[src/rtl/lsu_mem_arbiter.sv]
// lsu_mem_arbiter: shares one single-port synchronous SRAM bank among N_REQ LSUs.
// Each LSU gets a small request queue, one bank access is granted per cycle in
// round-robin order, and read data is routed back to the owning LSU.
module lsu_mem_arbiter #(
  parameter int unsigned N_REQ   = 4,
  parameter int unsigned A_W     = 10,
  parameter int unsigned D_W     = 32,
  parameter int unsigned Q_DEPTH = 2
) (
  input  logic                 clk_i,
  input  logic                 rst_i,
  input  logic [N_REQ-1:0]     rd_req_i,
  input  logic [N_REQ*A_W-1:0] rd_addr_i,
  input  logic [N_REQ-1:0]     wr_req_i,
  input  logic [N_REQ*A_W-1:0] wr_addr_i,
  input  logic [N_REQ*D_W-1:0] wr_data_i,
  output logic [N_REQ-1:0]     rsp_valid_o,
  output logic [N_REQ*D_W-1:0] rsp_data_o,
  output logic                 mem_en_o,
  output logic                 mem_we_o,
  output logic [A_W-1:0]       mem_addr_o,
  output logic [D_W-1:0]       mem_wdata_o,
  input  logic [D_W-1:0]       mem_rdata_i,
  output logic [N_REQ-1:0]     q_full_o,
  output logic [N_REQ-1:0]     ovf_o,
  output logic                 busy_o
);

  localparam int unsigned PW = $clog2(Q_DEPTH);
  localparam int unsigned CW = $clog2(Q_DEPTH + 1);
  localparam int unsigned FW = CW + 1;
  localparam int unsigned IW = $clog2(N_REQ);

  // Per-requester circular queues of {we, addr, data}
  logic           q_we_q   [N_REQ][Q_DEPTH];
  logic [A_W-1:0] q_addr_q [N_REQ][Q_DEPTH];
  logic [D_W-1:0] q_data_q [N_REQ][Q_DEPTH];
  logic [PW-1:0]  rd_ptr_q [N_REQ];
  logic [PW-1:0]  wr_ptr_q [N_REQ];
  logic [PW-1:0]  wr_slot  [N_REQ];
  logic [CW-1:0]  cnt_q    [N_REQ];
  logic [CW-1:0]  cnt_d    [N_REQ];

  logic [IW-1:0]    ptr_q, ptr_d;
  logic             gnt_vld;
  logic [IW-1:0]    gnt_idx;
  logic             gnt_we;
  logic [A_W-1:0]   gnt_addr;
  logic [D_W-1:0]   gnt_data;
  logic [N_REQ-1:0] pop, push_rd, push_wr, drop;

  logic             mem_en_q, mem_we_q;
  logic [A_W-1:0]   mem_addr_q;
  logic [D_W-1:0]   mem_wdata_q;
  logic             t1_vld_q, t2_vld_q;
  logic [IW-1:0]    t1_own_q, t2_own_q;
  logic [N_REQ-1:0] rsp_valid_q, rsp_valid_d;
  logic [N_REQ*D_W-1:0] rsp_data_q, rsp_data_d;
  logic [N_REQ-1:0] ovf_q;

  // Round-robin scan from ptr_q; first non-empty queue wins
  always_comb begin
    int unsigned j;
    j       = 0;
    gnt_vld = 1'b0;
    gnt_idx = '0;
    for (int unsigned k = 0; k < N_REQ; k++) begin
      j = 32'(ptr_q) + k;
      if (j >= N_REQ) j = j - N_REQ;
      if (!gnt_vld && cnt_q[IW'(j)] != '0) begin
        gnt_vld = 1'b1;
        gnt_idx = IW'(j);
      end
    end
    ptr_d = ptr_q;
    if (gnt_vld) ptr_d = (gnt_idx == IW'(N_REQ - 1)) ? '0 : gnt_idx + IW'(1);
  end

  assign gnt_we   = q_we_q[gnt_idx][rd_ptr_q[gnt_idx]];
  assign gnt_addr = q_addr_q[gnt_idx][rd_ptr_q[gnt_idx]];
  assign gnt_data = q_data_q[gnt_idx][rd_ptr_q[gnt_idx]];

  // Push accounting: read before write, slots freed by this cycle's pop are reusable
  always_comb begin
    logic [FW-1:0] free;
    free    = '0;
    pop     = '0;
    push_rd = '0;
    push_wr = '0;
    drop    = '0;
    cnt_d   = cnt_q;
    wr_slot = wr_ptr_q;
    for (int unsigned i = 0; i < N_REQ; i++) begin
      pop[i]     = gnt_vld && (gnt_idx == IW'(i));
      free       = FW'(Q_DEPTH) - FW'(cnt_q[i]) + FW'(pop[i]);
      push_rd[i] = rd_req_i[i] && (free != '0);
      push_wr[i] = wr_req_i[i] && (free > FW'(rd_req_i[i]));
      drop[i]    = (rd_req_i[i] && !push_rd[i]) || (wr_req_i[i] && !push_wr[i]);
      cnt_d[i]   = cnt_q[i] - CW'(pop[i]) + CW'(push_rd[i]) + CW'(push_wr[i]);
      wr_slot[i] = wr_ptr_q[i] + PW'(push_rd[i]);
    end
  end

  // Queue storage and pointers
  always_ff @(posedge clk_i) begin
    if (rst_i) begin
      for (int unsigned i = 0; i < N_REQ; i++) begin
        rd_ptr_q[i] <= '0;
        wr_ptr_q[i] <= '0;
        cnt_q[i]    <= '0;
        for (int unsigned s = 0; s < Q_DEPTH; s++) begin
          q_we_q[i][s]   <= 1'b0;
          q_addr_q[i][s] <= '0;
          q_data_q[i][s] <= '0;
        end
      end
    end else begin
      for (int unsigned i = 0; i < N_REQ; i++) begin
        cnt_q[i]    <= cnt_d[i];
        wr_ptr_q[i] <= wr_ptr_q[i] + PW'(push_rd[i]) + PW'(push_wr[i]);
        if (pop[i]) rd_ptr_q[i] <= rd_ptr_q[i] + PW'(1);
        if (push_rd[i]) begin
          q_we_q[i][wr_ptr_q[i]]   <= 1'b0;
          q_addr_q[i][wr_ptr_q[i]] <= rd_addr_i[i*A_W +: A_W];
          q_data_q[i][wr_ptr_q[i]] <= '0;
        end
        if (push_wr[i]) begin
          q_we_q[i][wr_slot[i]]   <= 1'b1;
          q_addr_q[i][wr_slot[i]] <= wr_addr_i[i*A_W +: A_W];
          q_data_q[i][wr_slot[i]] <= wr_data_i[i*D_W +: D_W];
        end
      end
    end
  end

  // Arbiter pointer, bank drive registers, read tag pipe and sticky overflow
  always_ff @(posedge clk_i) begin
    if (rst_i) begin
      ptr_q       <= '0;
      mem_en_q    <= 1'b0;
      mem_we_q    <= 1'b0;
      mem_addr_q  <= '0;
      mem_wdata_q <= '0;
      t1_vld_q    <= 1'b0;
      t1_own_q    <= '0;
      t2_vld_q    <= 1'b0;
      t2_own_q    <= '0;
      ovf_q       <= '0;
    end else begin
      ptr_q    <= ptr_d;
      mem_en_q <= gnt_vld;
      mem_we_q <= gnt_vld && gnt_we;
      if (gnt_vld) begin
        mem_addr_q  <= gnt_addr;
        mem_wdata_q <= gnt_data;
      end
      t1_vld_q <= gnt_vld && !gnt_we;
      t1_own_q <= gnt_idx;
      t2_vld_q <= t1_vld_q;
      t2_own_q <= t1_own_q;
      ovf_q    <= ovf_q | drop;
    end
  end

  // Route bank read data to the owner when its tag reaches stage 2
  always_comb begin
    rsp_valid_d = '0;
    rsp_data_d  = rsp_data_q;
    for (int unsigned i = 0; i < N_REQ; i++) begin
      if (t2_vld_q && t2_own_q == IW'(i)) begin
        rsp_valid_d[i]             = 1'b1;
        rsp_data_d[i*D_W +: D_W]   = mem_rdata_i;
      end
    end
  end

  // Response registers
  always_ff @(posedge clk_i) begin
    if (rst_i) begin
      rsp_valid_q <= '0;
      rsp_data_q  <= '0;
    end else begin
      rsp_valid_q <= rsp_valid_d;
      rsp_data_q  <= rsp_data_d;
    end
  end

  // Status flags from registered state
  always_comb begin
    q_full_o = '0;
    busy_o   = t1_vld_q || t2_vld_q;
    for (int unsigned i = 0; i < N_REQ; i++) begin
      q_full_o[i] = (cnt_q[i] == CW'(Q_DEPTH));
      if (cnt_q[i] != '0) busy_o = 1'b1;
    end
  end

  assign rsp_valid_o = rsp_valid_q;
  assign rsp_data_o  = rsp_data_q;
  assign mem_en_o    = mem_en_q;
  assign mem_we_o    = mem_we_q;
  assign mem_addr_o  = mem_addr_q;
  assign mem_wdata_o = mem_wdata_q;
  assign ovf_o       = ovf_q;

endmodule

[config.mk]
export PLATFORM = sky130hd
export DESIGN_NAME = lsu_mem_arbiter
export DESIGN_NICKNAME = d
export VERILOG_FILES = /design/src/rtl/lsu_mem_arbiter.sv
export SDC_FILE = /design/constraint.sdc
export NUM_CORES = 1
export LEC_CHECK = 0
export ABC_AREA = 1
export ABC_CLOCK_PERIOD_IN_PS = 14950
export BUFFER_PORTS_ARGS = -buffer_cell sky130_fd_sc_hd__buf_2
export CAP_MARGIN = 30
export CELL_PAD_IN_SITES_DETAIL_PLACEMENT = 1
export CELL_PAD_IN_SITES_GLOBAL_PLACEMENT = 1
export CORE_ASPECT_RATIO = 0.6
export CORE_MARGIN = 2
export CORE_UTILIZATION = 30
export CTS_CLUSTER_DIAMETER = 120
export CTS_CLUSTER_SIZE = 8
export DETAILED_ROUTE_END_ITERATION = 10
export GPL_TIMING_DRIVEN = 1
export PLACE_DENSITY = 0.57
export SLEW_MARGIN = 20
export SYNTH_ARGS = -nofsm -noshare
export SYNTH_HDL_FRONTEND = slang
export SYNTH_SLANG_ARGS = --single-unit
export TNS_END_PERCENT = 10
[constraint.sdc]
create_clock -name clk_i -period 14.95 [get_ports clk_i]
set_clock_uncertainty 0.1 [all_clocks]
set_input_delay 1.495 -clock clk_i [delete_from_list [all_inputs] [get_ports clk_i]]
set_output_delay 1.495 -clock clk_i [all_outputs]
set_load 0.02 [all_outputs]
==> results of run 1 <==
[cell usage in the layout (no fill, tap or decap), types with 79 or more instances in the layout]
cell / instances
buf_2: 434
o21ai_0: 177
nand2_1: 725
clkbuf_16: 79
dfxtp_1: 268
nand3_1: 216
nor2_1: 432
nand4_1: 178
inv_1: 507
edfxtp_1: 280
[worst max-delay path: cells and delay by family, from the launching register on]
kind            cells  cell delay [ns]
flops               1             0.68
xor+xnor            1             0.23
compound gates      2             0.34
fa+ha+maj           3             0.70
buf+inv             7             1.82
simple gates       16             2.48
[kinds of logic (layout without fill, tap and decap cells)]
family	Yosys count	in the layout
simple gates	1588	1588
buf+inv	723	1130
flops	548	548
compound gates	329	329
fa+ha+maj	24	24
xor+xnor	7	7
other cells	0	10
[flip-flops by register name, indices dropped and copies added (netlist names), 8 cells and up]
register,flops
mem_wdata_o,32
q_data_q,256
mem_addr_o,10
cnt_q,8
rsp_data_o,128
q_addr_q,80
q_we_q,8
[final timing paths]
check / startpoint / to
setup / recovery: ptr_q[0] / q_addr_q[0][3]
hold / removal: t1_own_q[0] / t2_own_q[0]
setup reg to reg: ptr_q[0] / q_addr_q[0][3]
hold reg to reg: t1_own_q[0] / t2_own_q[0]
[routing by layer]
metal	wire (um)	track usage	part of all wire	vias up
met5	59	0.00436	0.00055	-
met1	55200	0.375	0.51	11236
met4	1820	0.0520	0.017	4
met2	42100	0.321	0.39	651
met3	8290	0.0708	0.077	110
li1	-	-	-	11051
[cell type report]
class                      instances  area, um^2
multi-input combinational       1948        8990
fill                           10114       52800
inverter                         514        1930
sequential                       548       13800
tap                             1134        1420
antenna                           10        25.0
clock inverter                     7         126
clock buffer                     124        2150
timing repair buffer             485        2620
[through the flow]
stage                     instance area, um^2  std cells  setup slack, ns  utilization
final                                   31000       4770             8.29        0.370
after global routing                    31000       4768             7.71        0.370
after CTS                               30900       4757             8.33        0.369
after detailed placement                28700       4626             8.37        0.342
after global placement                  28600       4625             8.43        0.342
after floorplan                         25500       3219             9.80            -
==> results.toml, run 1 <==
[setup_path]
startpoint_type = "register"
slowest_stage = "dfxtp_1"
cp_common_cell = "nand2_1"
r2r_setup_slack_ns = 8.29
cp.arrival_ns = 6.93
path_class = "reg -> reg"
worstPathRequired_ns = 15.22
r2r_cells = 29
slowest_delay_ns = 0.68
worstSetupEndpointType = "register"
critical_path.max_fanout = 44

[synthesis]
syn-cell-area_um2 = 25500
netlist_instances = 3219
synth_top_family_by_area = "simple AND/OR/NAND/NOR gates"
synth_cell_types = 33
synth_top_area_frac = 0.330
synth-seq-area-share = 0.540
synth-compound-area-share = 0.0690
syn_area_per_cell_um2 = 7.92
synth.largest_area_cell = "edfxtp_1"
yosys-top-cells-count = "nand2_1, inv_1, nor2_1, edfxtp_1, dfxtp_1"
synth_flop_cell = "edfxtp_1"
syn_nets = 3493
yosys.area_share.simple = 0.264
synth_edf_count = 280
synth_fa_ha_area_frac = 0.0130
async_flop_share = 0
synthXorXnorAreaFrac = 0.00241
synth.mux.area_fraction = 0
synth_area_leaders = "edfxtp_1, dfxtp_1, nand2_1"
synth_seq_cells = 548
yosysWarnings = 0
synth_most_common_cell = "nand2_1"

[sta]
final.period_utilization = 0.446
slew-limit-headroom = 0.345
final.setup.tns_ns = 0
clock.fmax_mhz = 150
hold_violations = 0
holdWs_ns = 0.313
worst_pin_slew_ns = 0.983
final-setup-viol-count = 0
slew_violations = 0
period_needed_ns = 6.66
rsz0062_at_grt = "false"

[drt]
viasPerCell = 4.83
wire_per_inst_um = 22.5
initialDrtViolationCount = 2104
drc = 0
drt_wl_total_um = 107000
antenna_left = 0
vias = 23052
dr.pass1.iters = 5

[global_routing]
grt_pass1_wl_um = 157000
grt_antenna_before_repair = 11
grt.total_usage = 0.241
grt_pass1_vias = 22801
gr-total-overflow = 0
grt_max_degree = 88

[floorplan]
coreArea_um2 = 83800
die-area_um2 = 87400
start_util = 0.304
chipHeight_um = 230
fp.dieW_um = 380
ios = 435
rows = 82

[finish]
syn2layout_area_growth_pct = 21.7
drive_above_1_share = 0.166
nets = 3849

[run]
maxCapViolCount = 0

[worst_hold_path]
hold_path_class = "reg -> reg"
worstHoldPathCells = 2

[clocking]
cts.htree.levels = 3
cts_root_buffer = "clkbuf_16"
cts_tree = "done"
clkTransAtPathRegs_ns = 0.06
cts.sink_count = 548
cts_setup_buffers = 0
worstSkewPairLatency_ns = 0.64
clk_path_buf_depth = 3
cts-buffers-inserted = 78
postCtsHoldBufs = 0
cts_resized = 0

[run_status]
status = "completed"

[placed_design]
portBuffers = 434
finalWeightedCongestion = 0.848
dp_hpwl_um = 74400
Power of run 1 is left out: the tool's default activity adds up to more than one toggle a clock period on the data nets, which glitch-free logic cannot reach.
==> run 2: changes to the inputs <==
--- a/config.mk
+++ b/config.mk
@@ -6,7 +6,7 @@
 export NUM_CORES = 1
 export LEC_CHECK = 0
 export ABC_AREA = 1
-export ABC_CLOCK_PERIOD_IN_PS = 14950
+export ABC_CLOCK_PERIOD_IN_PS = 6720
 export BUFFER_PORTS_ARGS = -buffer_cell sky130_fd_sc_hd__buf_2
 export CAP_MARGIN = 30
 export CELL_PAD_IN_SITES_DETAIL_PLACEMENT = 1
==> constraint.sdc (replaced) <==
create_clock -name clk_i -period 6.72 [get_ports clk_i]
set_clock_uncertainty 0.1 [all_clocks]
set_input_delay 0.672 -clock clk_i [delete_from_list [all_inputs] [get_ports clk_i]]
set_output_delay 0.672 -clock clk_i [all_outputs]
set_load 0.02 [all_outputs]
==> results.toml, run 2 (same netlist as run 1, synthesis figures left out) <==
[placed_design]
portBuffers = 434
postPlaceCellArea_um2 = 28700
dp_cells = 4631
finalWeightedCongestion = 0.851
dp_hpwl_um = 74900

[global_routing]
grt_pass1_vias = 22694
grt_pass1_wl_um = 157000
grt_max_degree = 175
grt_antenna_before_repair = 17
gr-total-overflow = 0
grt.total_usage = 0.242

[finish]
syn2layout_area_growth_pct = 21.8
final_common_cell = "nand2_1"
nets = 3852
stdcell_area_um2 = 31100
final_cell_mix = "nand2_1, inv_1, buf_2"
max_flop_register = "q_data_q"
fin_cells = 4776
largest_reg_flops = 256
drive_above_1_share = 0.167

[clocking]
clkTransAtPathRegs_ns = 0.05
cts_setup_buffers = 0
cts-buffers-inserted = 78
cts.sink_count = 548
worstSkewPairLatency_ns = 0.64
postCtsHoldBufs = 0
cts_tree = "done"
clk_path_buf_depth = 3
cts.htree.levels = 3
cts_resized = 0
cts_root_buffer = "clkbuf_16"

[floorplan]
start_util = 0.304
coreArea_um2 = 83800
die-area_um2 = 87400
ios = 435
rows = 82
fp.dieW_um = 380
chipHeight_um = 230

[drt]
antenna_left = 0
drc = 0
wire_per_inst_um = 22.4
initialDrtViolationCount = 2029
dr.pass1.iters = 5
vias = 23138
drt_wl_total_um = 107000
viasPerCell = 4.84

[sta]
final.setup.tns_ns = 0
final.period_utilization = 0.875
period_needed_ns = 5.88
rsz0062_at_grt = "false"
worst_pin_slew_ns = 0.991
clock.fmax_mhz = 170
slew-limit-headroom = 0.339
hold_violations = 0
slew_violations = 0
final-setup-viol-count = 0

[setup_path]
path_class = "reg -> reg"
r2r_start = "ptr_q[0]"
r2r_setup_slack_ns = 0.84
cp.arrival_ns = 6.25
worstPathRequired_ns = 7.09
startpoint_type = "register"
worstSetupEndpointType = "register"
crit_start = "ptr_q[0]"
critical_path.max_fanout = 26

[worst_hold_path]
hold_path_class = "in -> reg"
hp-start = "wr_data_i[0]"

[run_status]
status = "completed"

[run]
maxCapViolCount = 0
[run 2: worst max-delay path, stage by stage, from the launching register on]
cell      delay [ns]
dfxtp_1         0.65
inv_2           0.25
o21ai_0         0.21
nand2_1         0.09
nand2_1         0.06
nand2_1         0.08
nor2_2          0.17
nand3_1         0.18
a21oi_4         0.31
ha_1            0.20
inv_1           0.05
nor2_1          0.15
inv_1           0.09
ha_1            0.32
ha_1            0.28
nand3_1         0.12
nand3_1         0.19
nor2_1          0.16
nand2_2         0.38
o31ai_1         0.24
nor2_1          0.09
nand3_2         0.12
clkinv_1        0.63
nor2_1          0.39
nand2_1         0.10
o21ai_0         0.09
[run 2: layout make-up]
| cell class | count | area [um^2] |
|---|---|---|
| antenna | 11 | 27.5 |
| clock buffer | 129 | 2210 |
| clock inverter | 4 | 67.6 |
| fill | 10165 | 52800 |
| inverter | 514 | 1930 |
| multi-input combinational | 1948 | 8990 |
| sequential | 548 | 13800 |
| tap | 1134 | 1420 |
| timing repair buffer | 488 | 2640 |
[run 2: stage by stage]
stage	hold WS [ns]	worst slack (ns)	utilization
2_1_floorplan	0.288	1.57	-
3_3_place_gp	0.298	1.10	0.342
3_5_place_dp	0.303	0.917	0.343
4_1_cts	0.121	0.881	0.370
5_1_grt	0.180	0.252	0.370
6_report	0.172	0.842	0.370
[run 2: path summary, 6_finish.rpt]
kind / cells after the start / endpoint
worst min-delay path: 3 / q_data_q[0][32]
worst min register to register: 2 / t2_own_q[1]
worst max-delay path: 25 / q_addr_q[0][17]
worst max register to register: 25 / q_addr_q[0][17]
[run 2: layer usage]
layer  wire (um)  global-route usage  vias to the layer above
met1       55300               0.383                    11255
li1            -                   -                    11063
met3        8090              0.0584                      120
met2       41800               0.321                      694
met5          42                   0                        -
met4        1780              0.0554                        6
Power of run 2 is left out for the same reason.
==> run 3: changes to the inputs <==
--- a/config.mk
+++ b/config.mk
@@ -11,8 +11,8 @@
 export CAP_MARGIN = 30
 export CELL_PAD_IN_SITES_DETAIL_PLACEMENT = 1
 export CELL_PAD_IN_SITES_GLOBAL_PLACEMENT = 1
-export CORE_ASPECT_RATIO = 0.6
-export CORE_MARGIN = 2
+export CORE_ASPECT_RATIO = 0.8
+export CORE_MARGIN = 5
 export CORE_UTILIZATION = 30
 export CTS_CLUSTER_DIAMETER = 120
 export CTS_CLUSTER_SIZE = 8
==> results.toml, run 3 (same netlist as run 1, synthesis figures left out) <==
[run_status]
status = "completed"

[sta]
hold_violations = 0
clock.fmax_mhz = 177
worst_pin_slew_ns = 1.20
final.setup.tns_ns = 0
period_needed_ns = 5.64
slew_violations = 0
final.period_utilization = 0.839
slew-limit-headroom = 0.201
final-setup-viol-count = 0
rsz0062_at_grt = "false"

[clocking]
cts.htree.levels = 3
postCtsHoldBufs = 0
cts_resized = 0
worstSkewPairLatency_ns = 0.65
clkTransAtPathRegs_ns = 0.05
cts.sink_count = 548
clk_path_buf_depth = 3
cts_root_buffer = "clkbuf_16"
cts_setup_buffers = 0
cts-buffers-inserted = 78
cts_tree = "done"

[drt]
drt_wl_total_um = 101000
wire_per_inst_um = 21.4
viasPerCell = 4.81
dr.pass1.iters = 5
antenna_left = 0
drc = 0
vias = 22830
initialDrtViolationCount = 1491

[setup_path]
r2r_setup_slack_ns = 1.08
worstSetupEndpointType = "register"
critical_path.max_fanout = 42
cp.arrival_ns = 6.02
worstPathRequired_ns = 7.10
startpoint_type = "register"
path_class = "reg -> reg"

[placed_design]
dp_hpwl_um = 69300
finalWeightedCongestion = 0.809
portBuffers = 434

[global_routing]
grt_pass1_wl_um = 151000
grt.total_usage = 0.217
grt_antenna_before_repair = 13
grt_max_degree = 175
gr-total-overflow = 0
grt_pass1_vias = 23058

[floorplan]
die-area_um2 = 90900
fp.dieW_um = 336
start_util = 0.303
chipHeight_um = 271
coreArea_um2 = 84200
rows = 95
ios = 435

[power_and_ir_drop]
p_sw_frac = 0.506
irDropWorstVdd_uv = 526
power.share.sequential = 0.257
clock_power_share = 0.186
p_sw_uw = 10400
power_uw = 20600
p_int_uw = 10200
p_leak_uw = 0.0149
power_density_nw_per_um2 = 665
combPwrFrac = 0.557

[finish]
nets = 3848
largest_reg_flops = 256
drive_above_1_share = 0.166
postLayoutCoreUtil = 0.368
final_cell_mix = "nand2_1, inv_1, buf_2"
syn2layout_area_growth_pct = 21.6
final_common_cell = "nand2_1"
max_flop_register = "q_data_q"

[run]
maxCapViolCount = 0

[worst_hold_path]
hold_path_class = "in -> reg"
## run 3: changes by cell type in the layout (fill, tap and decap cells not counted), moves of 2 or more
cell,change
buf_4,-5
clkbuf_1,-5
diode_2,-4
clkbuf_16,-3
inv_16,+3
buf_12,+2
clkinv_8,+2
inv_6,-2
## run 3: per-stage QoR
stage	cells	instance area [um^2]	setup WS, ns	hold slack (ns)
after floorplan	3219	25500	1.57	0.288
after global routing	4741	31000	0.367	0.180
after detailed placement	4609	28700	1.05	0.301
after global placement	4609	28700	1.17	0.304
final	4745	31000	1.08	0.204
after CTS	4738	31000	1.04	0.161
## run 3: layout make-up
type / instances / area (um^2)
diodes: 7 / 17.5
clock buffers: 121 / 2110
clock inverters: 8 / 173
fillers: 10224 / 53200
inverters: 514 / 1930
multi-input cells: 1948 / 8980
flip-flops and latches: 548 / 13800
well taps: 1115 / 1400
repair buffers: 484 / 2610
## run 3: path summary, 6_finish.rpt
check	startpoint	endpoint	cells past startpoint
max	ptr_q[0]	q_addr_q[0][18]	27
min	mem_rdata_i[29]	rsp_data_o[61]	3
max reg2reg	ptr_q[0]	q_addr_q[0][18]	27
min reg2reg	t1_own_q[1]	t2_own_q[1]	2
## run 3: routing by layer
| layer | share of wire | vias to the layer above | track usage |
|---|---|---|---|
| met4 | 0.019 | 10 | 0.0429 |
| li1 | - | 11050 | - |
| met1 | 0.48 | 11063 | 0.311 |
| met3 | 0.073 | 128 | 0.0611 |
| met2 | 0.43 | 579 | 0.330 |
| met5 | 0.00064 | - | 0 |
## run 3: power by group through the flow
| stage | combinational, uW | sequential, uW | clock, uW |
|---|---|---|---|
| 6_report | 11500 | 5300 | 3820 |
| 5_1_grt | 12800 | 5400 | 4070 |
| 4_1_cts | 11500 | 5300 | 3920 |
| 3_5_place_dp | 11500 | 5360 | 0 |
| 3_3_place_gp | 11400 | 5340 | 0 |
| 2_1_floorplan | 7420 | 5400 | 0 |
## run 3: worst max-delay path: stages, from the launching register on
cell	delay, ns
dfxtp_1	0.65
inv_2	0.23
o21ai_0	0.12
nand2_1	0.09
nand2_1	0.06
nand2_1	0.10
nand2_1	0.14
nand2_1	0.11
nand2_4	0.43
nand3_4	0.16
inv_1	0.18
ha_1	0.16
inv_1	0.05
nor2_1	0.19
inv_1	0.10
ha_1	0.33
ha_1	0.28
nand3_1	0.10
nand3_1	0.16
nor2_1	0.16
nand2_2	0.07
o31ai_1	0.08
nor2_1	0.10
nand3_2	0.09
clkinv_1	0.65
nor2_1	0.37
nand2_1	0.08
o21ai_0	0.09
Note: power is estimated with default switching activity, not from simulation.
